==> src/rtl/price_bin2bcd_pkg.sv <==
// Shared vending types/constants for the price binary-to-BCD path.
// Latency: n/a (types, constants and an elaboration-time helper only).
// Backpressure: n/a.
// Contents: state_e (IDLE/SHIFT/DONE), PRICE_W, PRICE_DIGITS, digits_needed().
package vend_pkg;

  typedef enum logic [1:0] {
    IDLE  = 2'd0,
    SHIFT = 2'd1,
    DONE  = 2'd2
  } state_e;

  localparam int PRICE_W      = 8;
  localparam int PRICE_DIGITS = 3;

  // Decimal digits needed to show the largest WIDTH-bit value (2^width - 1).
  function automatic int digits_needed(input int width);
    longint unsigned max_v;
    int              n;
    max_v = (64'd1 << width) - 64'd1;
    n     = 1;
    while (max_v > 64'd9) begin
      max_v = max_v / 64'd10;
      n     = n + 1;
    end
    return n;
  endfunction

endpackage

==> src/rtl/price_bin2bcd_if.sv <==
// Start/busy/done conversion bus between a price source and the BCD converter.
// Latency: n/a (wiring only).
// Backpressure: none; start is dropped by the converter while busy.
// Ports: master drives start/bin_in and observes bcd_out/busy/done; slave is the converter.
interface price_bin2bcd_if
  import vend_pkg::*;
#(
  parameter int WIDTH  = PRICE_W,
  parameter int DIGITS = PRICE_DIGITS
);
  logic                  start;
  logic [WIDTH-1:0]      bin_in;
  logic [4*DIGITS-1:0]   bcd_out;
  logic                  busy;
  logic                  done;

  modport master (output start, bin_in, input bcd_out, busy, done);
  modport slave  (input start, bin_in, output bcd_out, busy, done);
endinterface

==> src/rtl/price_bin2bcd_digit_adj.sv <==
// Double-dabble digit correction: add 3 to a BCD digit of 5..9 before the shift.
// Latency: combinational.
// Backpressure: n/a.
// Ports: din = scratch digit before the shift, dout = corrected digit.
module bcd_digit_adj (
  input  logic [3:0] din,
  output logic [3:0] dout
);
  assign dout = (din >= 4'd5) ? (din + 4'd3) : din;
endmodule

==> src/rtl/price_bin2bcd.sv <==
// Sequential binary-to-BCD converter (shift-and-add-3, one bit per clock) for price display.
// Latency: start accepted at edge E -> done pulse and new bcd_out after edge E+WIDTH+1.
// Backpressure: start is ignored while busy; a start in the DONE cycle restarts back-to-back.
// Ports: clk, rst (sync, active high), bus (slave): start/bin_in in, bcd_out/busy/done out.
module price_bin2bcd
  import vend_pkg::*;
#(
  parameter int WIDTH  = PRICE_W,
  parameter int DIGITS = PRICE_DIGITS
) (
  input  logic            clk,
  input  logic            rst,
  price_bin2bcd_if.slave  bus
);

  localparam int CNT_W = $clog2(WIDTH + 1);
  localparam int SCR_W = 4 * DIGITS;

  // Refuse to build a converter whose output cannot hold the largest input.
  if (DIGITS < digits_needed(WIDTH)) begin : g_width_check
    $error("price_bin2bcd: DIGITS too small for WIDTH");
  end

  state_e             state_q, state_d;
  logic [WIDTH-1:0]   bin_q,   bin_d;
  logic [SCR_W-1:0]   scr_q,   scr_d;
  logic [SCR_W-1:0]   scr_adj;
  logic [CNT_W-1:0]   cnt_q,   cnt_d;
  logic [SCR_W-1:0]   bcd_q,   bcd_d;
  logic               busy_q,  busy_d;
  logic               done_q,  done_d;

  for (genvar g = 0; g < DIGITS; g++) begin : g_adj
    bcd_digit_adj u_adj (
      .din  (scr_q[4*g +: 4]),
      .dout (scr_adj[4*g +: 4])
    );
  end

  always_comb begin
    state_d = state_q;
    bin_d   = bin_q;
    scr_d   = scr_q;
    cnt_d   = cnt_q;
    bcd_d   = bcd_q;
    done_d  = 1'b0;
    case (state_q)
      IDLE: begin
        if (bus.start) begin
          bin_d   = bus.bin_in;
          scr_d   = '0;
          cnt_d   = CNT_W'(WIDTH);
          state_d = SHIFT;
        end
      end
      SHIFT: begin
        // Corrected digits and remaining binary bits shift as one register.
        {scr_d, bin_d} = {scr_adj, bin_q} << 1;
        cnt_d          = cnt_q - CNT_W'(1);
        if (cnt_q == CNT_W'(1)) begin
          state_d = DONE;
        end
      end
      DONE: begin
        bcd_d  = scr_q;
        done_d = 1'b1;
        if (bus.start) begin
          bin_d   = bus.bin_in;
          scr_d   = '0;
          cnt_d   = CNT_W'(WIDTH);
          state_d = SHIFT;
        end else begin
          state_d = IDLE;
        end
      end
      default: state_d = IDLE;
    endcase
    // On a back-to-back restart busy rises one cycle after the done pulse,
    // so the two flags are never seen high together.
    busy_d = (state_d == SHIFT) && !done_d;
  end

  always_ff @(posedge clk) begin
    if (rst) begin
      state_q <= IDLE;
      bin_q   <= '0;
      scr_q   <= '0;
      cnt_q   <= '0;
      bcd_q   <= '0;
      busy_q  <= 1'b0;
      done_q  <= 1'b0;
    end else begin
      state_q <= state_d;
      bin_q   <= bin_d;
      scr_q   <= scr_d;
      cnt_q   <= cnt_d;
      bcd_q   <= bcd_d;
      busy_q  <= busy_d;
      done_q  <= done_d;
    end
  end

  assign bus.bcd_out = bcd_q;
  assign bus.busy    = busy_q;
  assign bus.done    = done_q;

endmodule

==> src/flat_wrapper.sv <==
// flat-port wrapper written by rule: the top's interface ports become plain ports
module price_bin2bcd_flat import vend_pkg::*;
#(
  parameter int WIDTH  = PRICE_W,
  parameter int DIGITS = PRICE_DIGITS
)
  (clk, rst, bus_start, bus_bin_in, bus_bcd_out, bus_busy, bus_done);
  price_bin2bcd_if #(.WIDTH(WIDTH), .DIGITS(DIGITS)) bus_i ();
  input  logic clk;
  input  logic rst;
  input wire logic [$bits(bus_i.start)-1:0] bus_start;
  input wire logic [$bits(bus_i.bin_in)-1:0] bus_bin_in;
  output wire logic [$bits(bus_i.bcd_out)-1:0] bus_bcd_out;
  output wire logic [$bits(bus_i.busy)-1:0] bus_busy;
  output wire logic [$bits(bus_i.done)-1:0] bus_done;
  assign bus_i.start = bus_start;
  assign bus_i.bin_in = bus_bin_in;
  assign bus_bcd_out = bus_i.bcd_out;
  assign bus_busy = bus_i.busy;
  assign bus_done = bus_i.done;
  price_bin2bcd #(.WIDTH(WIDTH), .DIGITS(DIGITS)) u_core (.clk(clk), .rst(rst), .bus(bus_i));
endmodule
==> config.mk <==
export PLATFORM = sky130hd
export DESIGN_NAME = price_bin2bcd_flat
export DESIGN_NICKNAME = d
export VERILOG_FILES = /design/src/rtl/price_bin2bcd_pkg.sv /design/src/rtl/price_bin2bcd_if.sv /design/src/rtl/price_bin2bcd_digit_adj.sv /design/src/rtl/price_bin2bcd.sv /design/src/flat_wrapper.sv
export SDC_FILE = /design/constraint.sdc
export NUM_CORES = 1
export LEC_CHECK = 0
export BUFFER_PORTS_ARGS = -buffer_cell sky130_fd_sc_hd__buf_2
export CAP_MARGIN = 20
export CELL_PAD_IN_SITES_DETAIL_PLACEMENT = 1
export CELL_PAD_IN_SITES_GLOBAL_PLACEMENT = 1
export CORE_AREA = 5 5 80 74
export CTS_CLUSTER_SIZE = 20
export DETAILED_ROUTE_END_ITERATION = 10
export DIE_AREA = 0 0 85 79
export HOLD_SLACK_MARGIN = 0.08
export PLACE_DENSITY = 0.84
export RECOVER_POWER = 25
export SLEW_MARGIN = 20
export SYNTH_ARGS = -nofsm -noshare
export SYNTH_HDL_FRONTEND = slang
export SYNTH_HIERARCHICAL = 1
export SYNTH_SLANG_ARGS = --single-unit
export TNS_END_PERCENT = 20
==> constraint.sdc <==
create_clock -name clk -period 2.05 [get_ports clk]
set_clock_uncertainty 0.15 [all_clocks]
set_input_delay 0.205 -clock clk [delete_from_list [all_inputs] [get_ports clk]]
set_output_delay 0.205 -clock clk [all_outputs]
set_load 0.05 [all_outputs]
-- After elaboration in Yosys (flattened, before gate mapping)
Index checks and enable logic that the tools add are counted.
- word-level logic and storage cells: 39
- ROM bits: 0
- memories kept: 0
- output and inout bits: 14
- flip-flop bits (word level): 40
- input port bits: 11
- latch bits: 0
- memory bits (writable): 0
- bitwise logic cells: 0
- reduce and logical (&&, ||, !) cells: 6
- muxes and demuxes: 14
- add/sub/neg operators: 4
- divide/modulo/power cells: 0
- $lt $le $gt $ge: 3
- multiply operators: 0
- eq/ne operators: 5
- shift operators: 0
- operators with widths (cell ; number):
    $pmux W12 S2 ; 1
    $pmux W8 S2 ; 1
    $ge A4 B3 Y1 const B ; 3
    $mux W12 ; 1
    $mux W4 ; 3
    $add A4 B2 Y4 const B ; 2
    $mux W8 ; 1
    $pmux W4 S2 ; 1
    $pmux W2 S3 ; 1
    $eq A2 B1 Y1 const B ; 2
    $eq A4 B1 Y1 const B ; 1
    $mux W2 ; 2
    $sub A4 B1 Y4 const B ; 1
    $add A3 B2 Y3 const B ; 1
    $mux W3 ; 1
    $eq A2 B2 Y1 const B ; 1
    $logic_not A2 Y1 ; 1
    $mux W1 ; 2
    $ne A2 B1 Y1 const B ; 1
    $reduce_and A2 Y1 ; 1
    $reduce_bool A2 Y1 ; 1
    $reduce_or A2 Y1 ; 1
    $logic_and A1 B1 Y1 ; 1
    $logic_not A1 Y1 ; 1

-- Longest topological paths before layout
Gate-level depths: netlist of the first run.
- depth after elaboration: 5
- depth in mapped cells: 7
- gate-level depth less buffers: 7

-- Cells and area by module
Netlist of the first run, hierarchy kept.
- modules (own cells, without submodules) (module ; sequential area each (um^2) ; area an instance (um^2) ; instances ; cells an instance):
    price_bin2bcd ; 800.8 ; 1621.6 ; 1 ; 185
    bcd_digit_adj ; 0.0 ; 101.3 ; 3 ; 16

-- Least setup slack after synthesis of the first run
No wires, ideal clock.
- path type: register to register
- from: reg u_core.scr_q[1]
- to: reg u_core.scr_q[2]
- period minus slack after synthesis: 1.461 ns
- path buffers: 0
- library setup time: 0.071 ns
- required time: 1.829 ns
- path slack: 0.589 ns
- arrival: 1.240 ns
- cell stages (with the launch flop): 8
- path through: dfxtp_1 > inv_1 > ha_1 > nand2b_1 > a21oi_2 > mux2i_1 > nand2_1 > a21oi_1
- longest elaborated chain between the ends: 3
- elaborated cells between the ends (all ways): 4
- classes of those cells: add/sub (1); order compare (1); mux (2)
- RTL lines (element ; line ; source):
    start: declaration ; price_bin2bcd.sv:26 ; logic [SCR_W-1:0] scr_q, scr_d;
    start signal: assignment ; price_bin2bcd.sv:95 ; scr_q <= scr_d;
    $add A4 B2 Y4 / $ge A4 B3 Y1 (equally long branches) ; price_bin2bcd_digit_adj.sv:9 ; assign dout = (din >= 4'd5) ? (din + 4'd3) : din;
    $mux W4 (*) ; price_bin2bcd_digit_adj.sv:9 ;
    net u_core.scr_adj[1] ; price_bin2bcd.sv:27 ; logic [SCR_W-1:0] scr_adj;
    $pmux W12 S2 (*) ; price_bin2bcd.sv:47 ; case (state_q)
Mark *: on every way through the listed nets, which the timed path passes. The rest lies on a longest branch.
A chain may end at the register's enable or synchronous reset.

-- Worst setup path in the final report of the first run
- from: reg u_core.state_q[1]
- to: reg u_core.bcd_q[10] (netlist: u_core/bus.bcd_out[10])
- longest elaborated chain between the ends: 1
- RTL lines (element ; line ; source):
    start: declaration ; price_bin2bcd.sv:24 ; state_e state_q, state_d;
    start signal: assignment ; price_bin2bcd.sv:93 ; state_q <= state_d;
    $eq A2 B2 Y1 ; price_bin2bcd.sv:47 ;
    end signal: assignment ; price_bin2bcd.sv:89 ; bcd_q <= '0;
    end signal: assignment ; price_bin2bcd.sv:97 ; bcd_q <= bcd_d;
    end: declaration ; price_bin2bcd.sv:29 ; logic [SCR_W-1:0] bcd_q, bcd_d;
No other way between the ends.

==> results_dict.tcl, run 1 <==
set metrics [dict create \
    fin_crit_sh_pct 83.6 \
    die_w_um 85 \
    antenna_found_initial 0 \
    area_growth_pct 12.5 \
    vdd.ir_drop.worst_mv 0.435 \
    slew_headroom_pct 39.6 \
    p_per_area_nw_per_um2 731 \
    crit_fanout 12 \
    pwr-share-clk_pct 34.8 \
    cts_sinks 40 \
    finalWorstSetupSlack_ns 0.337 \
    io_buffers 24 \
    cts_made_buffers 5 \
    totalPowerFinal_w 0.00157 \
    clkLatencyLatePin_ns 0.29 \
    start_kind "register" \
    dieArea_um2 6720 \
    cts_tree "yes" \
    swShare_pct 26.2 \
    pre_cts_slack_ns 0.277 \
    critPathCaptureType "register" \
    htreeDepth 2 \
    post-route-min-period_ns 1.71 \
    cts_setup_buffers 0 \
    cap_violations 0 \
    die_h_um 79 \
    grt_first_pass_wirelength_mm 8.11 \
    setup_tns_ns 0 \
    clockRootBuffer "clkbuf_8" \
    via_count 1617 \
    cts.path.max_buffers 2 \
    grt.total_usage_pct 14.7 \
    slew_violations 0 \
    coreArea_um2 5070 \
    path_class "register to register" \
    status "complete, no violations" \
    p_sw_w 0.000410 \
    yosysWarnings 6 \
    seq_power_share_pct 53.1 \
    first_pass_iters 4 \
    syn_area_um2 1910 \
    cts_resized 0 \
    crit_required_ns 2.12 \
    antenna_left 0 \
    first_iter_violations 37 \
    tightestPinTransition_ns 0.904 \
    totalWireLength_mm 4.41 \
    cp.arrival_ns 1.78 \
    row_count 25 \
    via_per_inst 5.05 \
    place.gp.congestion 0.722 \
    num_io_pins 25 \
    grt-ovfl-total 0 \
    initial_core_util_pct 37.6 \
    nNetsFinal 271 \
    diodes 0 \
    fin_area_um2 2140 \
    placed_area_um2 2060 \
    syn_nets 248 \
    wl_per_cell_um 13.8 \
    syn_inst 229 \
    dpl.hpwl_mm 3.01 \
    drive_above_1_share_pct 13.0 \
    drc 0 \
    combPwrFrac_pct 12.1 \
    rsz0062_at_grt "false" \
    holdBufCountCts 1 \
    intPower_w 0.00116 \
    hold_viol 0 \
    p_leak_nw 0.788 \
    grt_pass1_vias 1817 \
    hold_ws_ns 0.101 \
    syn_avg_cell_area_um2 8.32 \
    grt_max_degree 25 \
    hp-class "input port to register" \
    clkSlewWorstSetupHoldPaths_ns 0.08 \
    fmaxAchievable_mhz 584 \
    setup_viol 0 \
]
[per-layer routing]
layer  track usage [%]  routed length (µm)  vias to the layer above  share of wire [%]
li1                  -                   -                      816                  -
met1              17.2                2020                      775                 46
met2              26.8                2220                       22                 50
met3              3.22                 142                        4                3.2
met4              4.59                  31                        0               0.70
met5                 0                   0                        -                  0
[layout make-up]
type	instances	area (µm²)
clock inverters	1	7.51
clock buffers	7	86.3
flip-flops and latches	40	801
repair buffers	31	169
multi-input cells	164	958
well taps	67	83.8
fillers	632	2920
inverters	10	37.5
[layout by cell type, fill, tap and decap left out, drive strengths merged, types with 9 or more instances in the layout]
cell type / count
nand2: 50
dfxtp: 40
a21oi: 32
clkbuf: 20
buf: 17
nand3: 15
inv: 10
mux2i: 10
nand2b: 9
[sequential cells by signal (all words and copies together) (netlist names)]
register and cells:
u_core/cnt_q 4, u_core/bus.done 1, u_core/state_q 2, u_core/scr_q 12, u_core/bus.busy 1, u_core/bus.bcd_out 12
u_core/bin_q 8
[through the flow]
step                util [%]  cells
CTS                     42.7    320
detailed placement      40.6    311
floorplan                  -    229
global route            42.3    320
global placement        40.6    311
finish                  42.3    320
[worst max-delay path: stages, from the launching register on]
cell,delay [ns]
dfxtp_1,0.44
nor2b_1,0.76
nand2_1,0.12
a21oi_1,0.17
[worst paths after layout]
check	end	startpoint	depth (start not counted)	slack [ns]
max	u_core/bus.bcd_out[10]	u_core/state_q[1]	3	0.34
min	u_core/bin_q[4]	bus_bin_in[4]	3	0.10
max reg2reg	u_core/bus.bcd_out[10]	u_core/state_q[1]	3	0.34
min reg2reg	u_core/scr_q[0]	u_core/bin_q[7]	2	0.31
[power by group through the flow]
| stage | clock network [W] | registers [W] | logic [W] |
|---|---|---|---|
| after floorplan | 0 | 0.000847 | 0.000152 |
| after global placement | 0 | 0.000847 | 0.000183 |
| after detailed placement | 0 | 0.000850 | 0.000189 |
| after CTS | 0.000569 | 0.000832 | 0.000192 |
| after global routing | 0.000604 | 0.000835 | 0.000212 |
| final | 0.000545 | 0.000832 | 0.000189 |
(Power assumes the default switching activity.)
==> run 2, diff against run 1 <==
Settings changed: ABC_AREA set to 1, CORE_AREA 5 5 80 74 to 5 5 84 78, DIE_AREA 0 0 85 79 to 0 0 89 83.
Clock period 2.05 ns to 1.4 ns, I/O delays scaled along.
==> run 2 against run 1 <==
Total power increased by 64%. First-iteration DRC count rose to 2.7 times the previous value. Maximum frequency increased by 22%. Sequential power is 51% higher. Non-clock buffer count rose by 16. Sequential cell count did not move. Synthesized cell count increased by 14%. Global-route usage up 1.1 points. Die area grew 10%. Setup slack lost 0.34 ns. Highest routed layer unchanged. Wire length is 24% higher. Critical path depth grew 6.
==> results_dict.tcl, run 2 <==
set metrics [dict create \
    slew_headroom_pct 80.7 \
    initial_core_util_pct 36.2 \
    cts_made_buffers 5 \
    path_class "register to register" \
    hold_viol 0 \
    start_kind "register" \
    syn_nets 279 \
    num_io_pins 25 \
    nNetsFinal 323 \
    row_count 26 \
    first_iter_violations 101 \
    totalWireLength_mm 5.46 \
    tightestPinTransition_ns 0.290 \
    crit_required_ns 1.47 \
    die_h_um 83 \
    clkLatencyLatePin_ns 0.29 \
    cp.arrival_ns 1.47 \
    htreeDepth 2 \
    cts_sinks 40 \
    swShare_pct 30.5 \
    setup_viol 0 \
    cts.path.max_buffers 2 \
    status "complete, no violations" \
    area_growth_pct 25.3 \
    p_sw_w 0.000786 \
    first_pass_iters 4 \
    fin_crit_sh_pct 99.9 \
    grt_pass1_vias 2033 \
    clkSlewWorstSetupHoldPaths_ns 0.08 \
    via_per_inst 4.88 \
    grt_max_degree 31 \
    cap_violations 0 \
    syn_avg_cell_area_um2 7.75 \
    dp_cells 355 \
    die_w_um 89 \
    drive_above_1_share_pct 32.1 \
    fmaxAchievable_mhz 715 \
    place.gp.congestion 0.802 \
    io_buffers 24 \
    diodes 0 \
    grt-ovfl-total 0 \
    clockRootBuffer "clkbuf_8" \
    intPower_w 0.00179 \
    wl_per_cell_um 14.6 \
    totalPowerFinal_w 0.00257 \
    critPathCaptureType "register" \
    placed_area_um2 2240 \
    syn_area_um2 2010 \
    coreArea_um2 5560 \
    p_per_area_nw_per_um2 1020 \
    fin_area_um2 2520 \
    syn_inst 260 \
    seq_power_share_pct 48.8 \
    yosysWarnings 6 \
    vdd.ir_drop.worst_mv 0.467 \
    dieArea_um2 7390 \
    antenna_left 0 \
    drc 0 \
    cts_tree "yes" \
    setup_tns_ns 0 \
    grt.total_usage_pct 15.8 \
    final_util_pct 45.4 \
    p_leak_nw 1.12 \
    post-route-min-period_ns 1.40 \
    mostFrequentLayoutCells "58 x nand2_1, 37 x nor2_1, 33 x dfxtp_1" \
    crit_fanout 3 \
    dpl.hpwl_mm 3.67 \
    layoutNonFillerInstCount 375 \
    antenna_found_initial 0 \
    hp-class "register to register" \
    combPwrFrac_pct 20.2 \
    via_count 1829 \
    rsz0062_at_grt "true" \
    layout_commonest_cell "nand2_1" \
    grt_first_pass_wirelength_mm 9.30 \
    pwr-share-clk_pct 31.0 \
    slew_violations 0 \
]
[run 2: power by group through the flow]
stage	clock network, W	logic, W	registers (W)
floorplan	0	0.000348	0.00131
global placement	0	0.000459	0.00128
detailed placement	0	0.000476	0.00128
CTS	0.000827	0.000501	0.00126
global route	0.000865	0.000577	0.00127
finish	0.000797	0.000520	0.00126
[run 2: path summary, 6_finish.rpt]
| check | start | endpoint | cells past startpoint | slack (ns) |
|---|---|---|---|---|
| max | u_core/scr_q[9] | u_core/scr_q[9] | 9 | 0.001 |
| min | u_core/bin_q[0] | u_core/bin_q[0] | 2 | 0.32 |
| max reg2reg | u_core/scr_q[9] | u_core/scr_q[9] | 9 | 0.001 |
| min reg2reg | u_core/bin_q[0] | u_core/bin_q[0] | 2 | 0.32 |
[run 2: worst max-delay path, stage by stage (launching register included)]
cell	delay [ns]
dfxtp_2	0.34
inv_2	0.06
ha_4	0.16
nand2_4	0.06
nand2_4	0.06
nor2_4	0.16
nand2_1	0.07
nand2_1	0.08
nand2_1	0.07
a21oi_2	0.13
[run 2: metal layers]
metal	track usage [%]	up-vias	share of wire (%)
met5	0	-	0
met1	17.4	869	42
met2	29.5	27	53
li1	-	925	-
met3	3.47	8	3.6
met4	4.60	0	1.4
[run 2: repair_timing]
| action | in CTS | in global routing |
|---|---|---|
| hold endpoints to repair | 15 | 0 |
| pin swaps | 3 | 14 |
| setup buffers | 0 | 1 |
| endpoints found under the setup margin | 8 | 31 |
| gates cloned | 0 | 1 |
| gates resized for setup | 10 | 22 |
| hold buffers | 10 | 0 |
[run 2: final cells by class]
| class | instances | area (µm²) |
|---|---|---|
| Clock buffer | 6 | 82.6 |
| Clock inverter | 2 | 10.0 |
| Fill cell | 702 | 3040 |
| Inverter | 23 | 96.3 |
| Multi-Input combinational cell | 187 | 1110 |
| Sequential cell | 40 | 812 |
| Tap cell | 70 | 87.6 |
| Timing Repair Buffer | 47 | 328 |
[run 2: through the flow]
stage	hold slack, ns	setup slack, ns
after floorplan	0.137	0.0216
after CTS	0.324	-0.00793
after detailed placement	0.251	-0.0604
after global placement	0.246	-0.00326
final	0.319	0.000997
after global routing	0.341	-0.130
